===== src/rtl/spi_frame_pkg.sv =====
// Shared types and constants for the SPI frame host: FSM state encoding,
// default frame length, byte-index width and the SPI mode-0 clocking constants.
package spi_frame_pkg;

    localparam int NBYTES_DEFAULT = 20;
    localparam int BYTE_IDX_W     = 5;

    localparam logic CPOL = 1'b0;
    localparam logic CPHA = 1'b0;

    typedef enum logic [2:0] {
        IDLE     = 3'd0,
        SETUP    = 3'd1,
        SCK_HI   = 3'd2,
        SCK_LO   = 3'd3,
        HOLD     = 3'd4,
        GAP_WAIT = 3'd5
    } state_e;

endpackage


===== src/rtl/spi_frame_bitclk.sv =====
// SCK phase timer: counts CLK_DIV clk cycles per SCK half-period and flags the
// last cycle of each phase as rise / fall / sample strobes for the frame FSM.
module spi_frame_bitclk
    import spi_frame_pkg::*;
#(
    parameter int CLK_DIV = 4
) (
    input  logic clk,
    input  logic rst_n,
    input  logic en,
    input  logic hi,
    output logic rise,
    output logic fall,
    output logic sample
);

    localparam int CW = (CLK_DIV > 1) ? $clog2(CLK_DIV) : 1;

    logic [CW-1:0] cnt_q, cnt_d;
    logic          last;

    always_comb begin
        last  = (cnt_q == CW'(CLK_DIV - 1));
        cnt_d = cnt_q;
        if (!en || last) begin
            cnt_d = '0;
        end else begin
            cnt_d = cnt_q + 1'b1;
        end
    end

    always_ff @(posedge clk or negedge rst_n) begin
        if (!rst_n) begin
            cnt_q <= '0;
        end else begin
            cnt_q <= cnt_d;
        end
    end

    // Mode 0 samples at the end of the high phase, just before SCK falls.
    assign rise   = en && last && !hi;
    assign fall   = en && last && hi;
    assign sample = en && last && (hi != CPHA);

endmodule


===== src/rtl/spi_frame_host.sv =====
// SPI mode-0 master clocking fixed-length frames, MSB first, with registered outputs.
// Optional SPI_FRAME_HOST_AUTO_EN: back-to-back frames while auto=1.
module spi_frame_host
    import spi_frame_pkg::*;
#(
    parameter int CLK_DIV = 4,
    parameter int NBYTES  = NBYTES_DEFAULT,
    parameter int GAP     = 8
) (
    input  logic                  clk,
    input  logic                  rst_n,
    input  logic                  start,
    input  logic                  auto,
    output logic [BYTE_IDX_W-1:0] tx_addr,
    input  logic [7:0]            tx_data,
    output logic                  rx_valid,
    output logic [BYTE_IDX_W-1:0] rx_addr,
    output logic [7:0]            rx_data,
    output logic                  busy,
    output logic                  done,
    output logic                  SSEL,
    output logic                  SCK,
    output logic                  MOSI,
    input  logic                  MISO
);

    localparam int IW = BYTE_IDX_W;
    localparam int GW = $clog2(GAP + 1);

    state_e        state_q, state_d;
    logic [GW-1:0] gap_cnt_q, gap_cnt_d;
    logic [2:0]    bit_cnt_q, bit_cnt_d;
    logic [IW-1:0] byte_cnt_q, byte_cnt_d;
    logic [6:0]    tx_sr_q, tx_sr_d;
    logic [6:0]    rx_sr_q, rx_sr_d;
    logic [IW-1:0] tx_addr_q, tx_addr_d;
    logic [IW-1:0] rx_addr_q, rx_addr_d;
    logic [7:0]    rx_data_q, rx_data_d;
    logic          rx_valid_q, rx_valid_d;
    logic          mosi_q, mosi_d;
    logic          ssel_q, ssel_d;
    logic          sck_q, sck_d;
    logic          busy_q, busy_d;
    logic          done_q, done_d;

    logic bit_en, bit_hi, rise, fall, sample;
    logic in_gap_state, gap_last, frame_end, auto_go, load_first;

    `ifdef SPI_FRAME_HOST_AUTO_EN
    assign auto_go = auto;
    `else
    logic auto_unused;
    assign auto_unused = auto;
    assign auto_go     = 1'b0;
    `endif

    function automatic logic [IW-1:0] next_idx(input logic [IW-1:0] idx);
        return (idx == IW'(NBYTES - 1)) ? idx : idx + 1'b1;
    endfunction

    assign bit_hi       = (state_q == SCK_HI);
    assign bit_en       = bit_hi || (state_q == SCK_LO);
    assign in_gap_state = (state_q == SETUP) || (state_q == HOLD) || (state_q == GAP_WAIT);
    assign gap_last     = (gap_cnt_q == GW'(GAP - 1));
    assign frame_end    = (byte_cnt_q == IW'(NBYTES));

    spi_frame_bitclk #(
        .CLK_DIV (CLK_DIV)
    ) u_bitclk (
        .clk    (clk),
        .rst_n  (rst_n),
        .en     (bit_en),
        .hi     (bit_hi),
        .rise   (rise),
        .fall   (fall),
        .sample (sample)
    );

    always_ff @(posedge clk or negedge rst_n) begin
        if (!rst_n) begin
            state_q <= IDLE;
        end else begin
            state_q <= state_d;
        end
    end

    always_comb begin
        state_d = state_q;
        case (state_q)
            IDLE:     if (start)    state_d = SETUP;
            SETUP:    if (gap_last) state_d = SCK_HI;
            SCK_HI:   if (fall)     state_d = SCK_LO;
            SCK_LO:   if (rise)     state_d = frame_end ? HOLD : SCK_HI;
            HOLD:     if (gap_last) state_d = GAP_WAIT;
            GAP_WAIT: if (gap_last) state_d = auto_go ? SETUP : IDLE;
            default:                state_d = IDLE;
        endcase
    end

    always_comb begin
        gap_cnt_d  = '0;
        bit_cnt_d  = bit_cnt_q;
        byte_cnt_d = byte_cnt_q;
        tx_sr_d    = tx_sr_q;
        rx_sr_d    = rx_sr_q;
        tx_addr_d  = tx_addr_q;
        rx_addr_d  = rx_addr_q;
        rx_data_d  = rx_data_q;
        mosi_d     = mosi_q;
        rx_valid_d = 1'b0;
        load_first = 1'b0;

        if (in_gap_state && !gap_last) begin
            gap_cnt_d = gap_cnt_q + 1'b1;
        end

        case (state_q)
            IDLE: begin
                tx_addr_d  = '0;
                load_first = start;
            end
            SCK_HI: begin
                if (sample) begin
                    rx_sr_d = {rx_sr_q[5:0], MISO};
                end
                if (fall) begin
                    if (bit_cnt_q == 3'd0) begin
                        // Byte boundary: publish rx byte and fetch the next tx byte,
                        // whose address has been stable for the whole byte.
                        rx_data_d  = {rx_sr_q, MISO};
                        rx_addr_d  = byte_cnt_q;
                        rx_valid_d = 1'b1;
                        byte_cnt_d = byte_cnt_q + 1'b1;
                        bit_cnt_d  = 3'd7;
                        tx_sr_d    = tx_data[6:0];
                        mosi_d     = tx_data[7];
                        tx_addr_d  = next_idx(tx_addr_q);
                    end else begin
                        bit_cnt_d = bit_cnt_q - 1'b1;
                        tx_sr_d   = {tx_sr_q[5:0], 1'b0};
                        mosi_d    = tx_sr_q[6];
                    end
                end
            end
            HOLD: begin
                tx_addr_d = '0;
                mosi_d    = 1'b0;
            end
            GAP_WAIT: begin
                tx_addr_d  = '0;
                load_first = gap_last && auto_go;
            end
            default: ;
        endcase

        if (load_first) begin
            tx_sr_d    = tx_data[6:0];
            mosi_d     = tx_data[7];
            byte_cnt_d = '0;
            bit_cnt_d  = 3'd7;
            tx_addr_d  = next_idx('0);
        end
    end

    // Pin-level outputs follow the next state so they line up with state_q.
    always_comb begin
        ssel_d = (state_d == IDLE) || (state_d == GAP_WAIT);
        sck_d  = (state_d == SCK_HI) ? ~CPOL : CPOL;
        busy_d = (state_d != IDLE);
        done_d = (state_d == GAP_WAIT) && (gap_cnt_d == GW'(GAP - 1));
    end

    always_ff @(posedge clk or negedge rst_n) begin
        if (!rst_n) begin
            gap_cnt_q  <= '0;
            bit_cnt_q  <= 3'd7;
            byte_cnt_q <= '0;
            tx_sr_q    <= '0;
            rx_sr_q    <= '0;
            tx_addr_q  <= '0;
            rx_addr_q  <= '0;
            rx_data_q  <= '0;
            rx_valid_q <= 1'b0;
            mosi_q     <= 1'b0;
            ssel_q     <= 1'b1;
            sck_q      <= CPOL;
            busy_q     <= 1'b0;
            done_q     <= 1'b0;
        end else begin
            gap_cnt_q  <= gap_cnt_d;
            bit_cnt_q  <= bit_cnt_d;
            byte_cnt_q <= byte_cnt_d;
            tx_sr_q    <= tx_sr_d;
            rx_sr_q    <= rx_sr_d;
            tx_addr_q  <= tx_addr_d;
            rx_addr_q  <= rx_addr_d;
            rx_data_q  <= rx_data_d;
            rx_valid_q <= rx_valid_d;
            mosi_q     <= mosi_d;
            ssel_q     <= ssel_d;
            sck_q      <= sck_d;
            busy_q     <= busy_d;
            done_q     <= done_d;
        end
    end

    assign tx_addr  = tx_addr_q;
    assign rx_addr  = rx_addr_q;
    assign rx_data  = rx_data_q;
    assign rx_valid = rx_valid_q;
    assign busy     = busy_q;
    assign done     = done_q;
    assign SSEL     = ssel_q;
    assign SCK      = sck_q;
    assign MOSI     = mosi_q;

endmodule


===== config.mk =====
export PLATFORM = sky130hd
export DESIGN_NAME = spi_frame_host
export DESIGN_NICKNAME = d
export VERILOG_FILES = /design/src/rtl/spi_frame_pkg.sv /design/src/rtl/spi_frame_bitclk.sv /design/src/rtl/spi_frame_host.sv
export SDC_FILE = /design/constraint.sdc
export NUM_CORES = 1
export LEC_CHECK = 0
export BUFFER_PORTS_ARGS = -buffer_cell sky130_fd_sc_hd__buf_2
export CORE_AREA = 2 2 78 80
export CTS_BUF_LIST = sky130_fd_sc_hd__clkbuf_16
export DETAILED_ROUTE_END_ITERATION = 8
export DIE_AREA = 0 0 80 82
export PLACE_DENSITY = 0.66
export SYNTH_ARGS = -nofsm -noshare
export SYNTH_HDL_FRONTEND = slang
export SYNTH_HIERARCHICAL = 1
export SYNTH_SLANG_ARGS = --single-unit

===== constraint.sdc =====
create_clock -name clk -period 2.4 [get_ports clk]
set_input_delay 0.12 -clock clk [delete_from_list [all_inputs] [get_ports clk]]
set_output_delay 0.12 -clock clk [all_outputs]
set_load 0.01 [all_outputs]

After elaboration in Yosys (flattened, before gate mapping)
Index checks and enable logic that the tools add are counted.
{"block": "totals", "inputBits": 13, "word_cells": 101, "regBits": 55, "output_inout_bits": 24}
{"block": "op_classes", "n_addsub": 5, "reduce_logical": 29, "muxes": 36, "eq_ne": 15}
{"cell": "2-to-1 mux 5 bit", "n": 8}
{"cell": "2-to-1 mux 3 bit", "n": 11}
{"cell": "2-to-1 mux 7 bit", "n": 4}
{"cell": "one-hot mux 3 bit (6 select lines)", "n": 1}
{"cell": "adder 5 x 1 -> 5 bit, second input constant", "n": 2}
{"cell": "== test 5 bit, second input constant", "n": 2}
{"cell": "one-hot mux 5 bit (2 select lines)", "n": 1}
{"cell": "== test 3 x 2 -> 1 bit, second input constant", "n": 3}
{"cell": "== test 3 bit, second input constant", "n": 3}
{"cell": "zero test 3 bit", "n": 3}
{"cell": "nonzero test 3 bit", "n": 3}
{"cell": "== test 4 x 3 -> 1 bit, second input constant", "n": 2}
{"cell": "2-to-1 mux 1 bit", "n": 8}
{"cell": "!= test 3 x 1 -> 1 bit, second input constant", "n": 2}
{"cell": "AND reduction 2 bit", "n": 3}
{"cell": "AND reduction 3 bit", "n": 2}
{"cell": "nonzero test 2 bit", "n": 3}
{"cell": "logical AND 1 bit", "n": 5}
{"cell": "logical OR 1 bit", "n": 5}
{"cell": "adder 4 x 1 -> 4 bit, second input constant", "n": 1}
{"cell": "2-to-1 mux 4 bit", "n": 1}
{"cell": "AND reduction 4 bit", "n": 1}
{"cell": "== test 3 x 1 -> 1 bit, second input constant", "n": 1}
{"cell": "zero test 1 bit", "n": 3}
{"cell": "other kinds (7)", "n": 7}

Depth between registers and ports, before layout
{"block": "logic_depth", "ltp_word": 8, "depth_mapped": 10, "mapped_depth_nobuf": 7}

Modules after synthesis
The synthesis kept the hierarchy.
{"module": "spi_frame_host", "cells_per_inst": 220, "seq_area_each_um2": 1331.3, "area_per_inst_um2": 2476.1, "instances": 1}
{"module": "spi_frame_bitclk", "cells_per_inst": 8, "seq_area_each_um2": 50.0, "area_per_inst_um2": 107.6, "instances": 1}

Least setup slack after synthesis
Ideal clock, no wire load.
{"block": "synth_timing", "path_kind": "register to register", "startpoint": "reg state_q[1]", "endpoint": "reg rx_addr_q[2] (netlist: rx_addr[2])", "path_buffers": 3, "required_time_ns": 2.275, "arrival_time_ns": 1.909, "slack_ns": 0.366, "path_stages_with_launch": 10, "setup_time_ns": 0.125, "period_less_slack_ns": 2.034, "path_cell_list": "dfrtp_1 > buf_2 > and2b_1 > nor2b_4 > and3_2 > and4bb_1 > buf_4 > nand2_4 > buf_6 > mux2_4"}
{"block": "synth_via", "elab_chain_cells": 5, "elab_cells_between_ends": 6, "cone_classes": "eq/ne: 2; reduce/logical: 4"}
{"element": "start, declared", "line_no": "spi_frame_host.sv:30", "source": "state_e state_q, state_d;"}
{"element": "start signal, assigned", "line_no": "spi_frame_host.sv:83", "source": "state_q <= state_d;"}
{"element": "== test 3 x 2 -> 1 bit, on equally long branches", "line_no": "spi_frame_host.sv:61, spi_frame_host.sv:62"}
{"element": "logical OR 1 bit *", "line_no": "spi_frame_host.sv:62", "source": "assign bit_en = bit_hi || (state_q == SCK_LO);"}
{"element": "net bit_en", "line_no": "spi_frame_host.sv:46", "source": "logic bit_en, bit_hi, rise, fall, sample;"}
{"element": "logical AND 1 bit * (2 in series)", "line_no": "spi_frame_bitclk.sv:42", "source": "assign fall = en && last && hi;"}
{"element": "net fall", "line_no": "spi_frame_host.sv:46"}
{"element": "AND reduction 3 bit (no source line) *"}
{"element": "end signal, assigned", "line_no": "spi_frame_host.sv:196", "source": "rx_addr_q <= rx_addr_d;"}
{"element": "end, declared", "line_no": "spi_frame_host.sv:37", "source": "logic [IW-1:0] rx_addr_q, rx_addr_d;"}
Mark *: on every way through the listed nets, which the timed path passes. The rest lies on a longest branch.
A chain may end at the register's enable or synchronous reset.

Final worst setup path
{"block": "layout_timing", "startpoint": "reg state_q[2]", "endpoint": "reg tx_addr_q[2] (netlist: tx_addr[2])"}
{"block": "layout_via", "elab_chain_cells": 6, "elab_cells_between_ends": 17, "cone_classes": "eq/ne: 7; mux: 3; reduce/logical: 7"}
{"element": "== test 3 x 2 -> 1 bit, on equally long branches", "line_no": "spi_frame_host.sv:61, spi_frame_host.sv:62"}
{"element": "logical OR 1 bit *", "line_no": "spi_frame_host.sv:62"}
{"element": "net bit_en", "line_no": "spi_frame_host.sv:46"}
{"element": "logical AND 1 bit * (2 in series)", "line_no": "spi_frame_bitclk.sv:42"}
{"element": "net fall", "line_no": "spi_frame_host.sv:46"}
{"element": "!= test 3 x 1 -> 1 bit (no source line) *"}
{"element": "AND reduction 4 bit (no source line) *"}
{"element": "end signal, assigned", "line_no": "spi_frame_host.sv:195", "source": "tx_addr_q <= tx_addr_d;"}
{"element": "end, declared", "line_no": "spi_frame_host.sv:36", "source": "logic [IW-1:0] tx_addr_q, tx_addr_d;"}
Marked as above.

==> results_dict.tcl <==
set metrics [dict create \
    max_freq_mhz 506 \
    slew_headroom_pct 69.8 \
    start_util_pct 45.0 \
    gp_congestion 0.730 \
    r2r-start "state_q[2]" \
    cts_max_path_buffers 2 \
    synth_warnings 6 \
    tightestPinTransition_ns 0.451 \
    cp-start-kind "flip-flop" \
    viasPerCell 5.09 \
    postSynthAreaPerCell_sq_um 11.3 \
    ys.flop_type "dfrtp_1" \
    netlist.area_leader.share_pct 49.4 \
    coreArea_sq_mm 0.00575 \
    hpwl_mm 3.14 \
    nets 287 \
    post-cts-setup-buffers 0 \
    ios 37 \
    worst_path_largest_cell_delay_ns 0.37 \
    setup_viol_count_final 0 \
    path_clk_slew_ns 0.07 \
    drtIter0Drc 85 \
    cts_sinks 55 \
    rsz0062_at_grt "false" \
    synth-seq-cells 55 \
    placed_area_sq_mm 0.00285 \
    critPathBufInv 1 \
    cts_root_buf "clkbuf_16" \
    numCtsBuffers 5 \
    status "completed" \
    synthArstFlopShare_pct 100 \
    fin_util_pct 52.4 \
    required_ns 2.59 \
    fin_ws_ns 0.422 \
    hold_class "primary input to flip-flop" \
    critical_path_class "flip-flop to flip-flop" \
    final.setup.tns_ns 0 \
    cp-startpoint "state_q[2]" \
    synth_seq_area_share_pct 53.5 \
    areaGrowthSynthToFinish_pct 16.5 \
    ys_types 47 \
    pre_cts_ws_ns 0.423 \
    diodes 0 \
    cts_tree "done" \
    final_area_sq_mm 0.00301 \
    cts.htree.levels 2 \
    p_leak_nw 1.49 \
    slew_viol_final 0 \
    synth_most_common_cell "dfrtp_1" \
    yosys-top-cells-area "dfrtp_1 49%, mux2_2 4.8%, dfstp_2 4.1%" \
    row_count 28 \
    die_w_um 80 \
    wl_per_cell_um 13.2 \
    power_density_mw_per_mm2 977 \
    dieArea_sq_mm 0.00656 \
    grt_util_all_layers_pct 15.7 \
    syn_inst 228 \
    path_cells "and2b_1 -> nor2b_4 -> and3_2 -> inv_1 -> a311oi_2 -> a311oi_1 -> a41o_1" \
    routed-via-count 1747 \
    synth_area_sq_mm 0.00258 \
    ant_nets 0 \
    total_power_mw 2.94 \
    fin_worst_skew_ns 0.00460 \
    holdCritStartpoint "MISO" \
    period_share_pct 82.4 \
    syn-num-nets 248 \
    end_kind "flip-flop" \
    hold_viol 0 \
    arrival_ns 2.16 \
    grt_pass1_wl_mm 7.98 \
    worstPathMaxFanout 6 \
    cpMaxStageDelayCell "dfrtp_1" \
    grt_remaining_overflow 0 \
    drc 0 \
    insertion_delay_ns 0.30 \
    synth_area_leader_cell "dfrtp_1" \
    drt_pass1_iterations 4 \
    grt_pass1_vias 1692 \
    crit_family "compound AO/OA/AOI/OAI gates" \
    period_needed_ns 1.98 \
    routed_wl_mm 4.54 \
    ir_drop_v 0.000471 \
    fp.dieH_um 82 \
    max_cap_viol_count 0 \
    drive_gt1_share_pct 28.7 \
    synth_edf_count 0 \
    netlist_top_cells_count "51 x dfrtp_1, 27 x nor2_1, 22 x nand2_1" \
    antenna_found_initial 0 \
    grt_max_degree 56 \
    io_buffers 35 \
]
-- registers in the layout, indices dropped and copies added, names as in the netlist --
| signal | flops |
|---|---|
| MOSI | 1 |
| SCK | 1 |
| SSEL | 1 |
| bit_cnt_q | 3 |
| busy | 1 |
| byte_cnt_q | 5 |
| done | 1 |
| gap_cnt_q | 4 |
| rx_addr | 5 |
| rx_data | 8 |
| rx_sr_q | 7 |
| rx_valid | 1 |
| state_q | 3 |
| tx_addr | 5 |
| tx_sr_q | 7 |
| u_bitclk/cnt_q | 2 |
-- final timing paths --
| check | endpoint | slack, ns | depth (start not counted) |
|---|---|---|---|
| setup reg to reg | tx_addr[2] | 0.42 | 7 |
| min in group asynchronous | gap_cnt_q[2] | 0.34 | 3 |
| hold / removal | rx_sr_q[0] | 0.05 | 2 |
| hold reg to reg | u_bitclk/cnt_q[0] | 0.47 | 1 |
| setup / recovery | tx_addr[2] | 0.42 | 7 |
| max in group asynchronous | bit_cnt_q[0] | 1.75 | 3 |
-- metal layers --
metal  global-route usage, %  up-vias  share of wire [%]
met5                       0        -                  0
met4                    5.59        0                1.6
met3                    3.41        8                3.2
met2                    24.5       26                 48
met1                    21.6      844                 47
li1                        -      869                  -
-- area by class of cell --
type	instances	area [sq um]
fill	530	2740
timing repair buffer	44	258
inverter	10	37.5
tap	75	93.8
clock buffer	5	125
clock inverter	3	28.8
sequential	55	1380
multi-input combinational	151	1080
-- cells in the final DEF, fill, tap and decap left out, drive strengths merged --
master       instances
a31oi               10
o22ai                1
nor3                 2
and3                 1
a311oi               2
buf                 43
a41o                 1
o211ai               2
xnor2                2
nand3b               3
nor4bb               1
dlygate4sd3          1
inv                 11
and3b                2
nand3                5
clkbuf               5
and2                 3
clkinv               2
a21oi                6
or2                  1
o21ai                4
mux2i                3
and4bb               1
nand2               23
a22oi                1
mux2                21
nor2b                2
nor3b                1
nor2                27
xor2                 6
and2b                1
nor4b                2
nor4                 1
nand2b               1
or3                  2
ha                   7
dfstp                4
dfrtp               51
nand4b               1
nand4                5
-- power breakdown --
part	internal, mW	total, mW	switching (mW)
logic	0.388	0.844	0.456
clock network	0.398	0.746	0.348
registers	1.18	1.35	0.167
-- what timing repair did --
action                                  in CTS  in global routing
endpoints found under the setup margin       0                  0
hold endpoints to repair                    51                  0
resized for setup                            0                  0
hold buffers                                 1                  0
-- metrics by stage --
stage / cells / hold WS [ns]
global route: 343 / 0.0488
finish: 343 / 0.0538
floorplan: 228 / -0.176
CTS: 343 / 0.0502
global placement: 334 / 0.140
detailed placement: 334 / 0.143
-- logic make-up (layout without fill, tap and decap cells) --
kind of cell / Yosys count / count (layout) / share of synthesized area [%]
compound gates: 27 / 27 / 6.78
xor+xnor: 8 / 8 / 2.71
fa+ha+maj: 7 / 7 / 3.39
buf+inv: 22 / 62 / 4.55
flops: 55 / 55 / 53.5
mux: 24 / 24 / 10.8
simple gates: 85 / 85 / 18.4
Power figures use the tool's default switching activity.
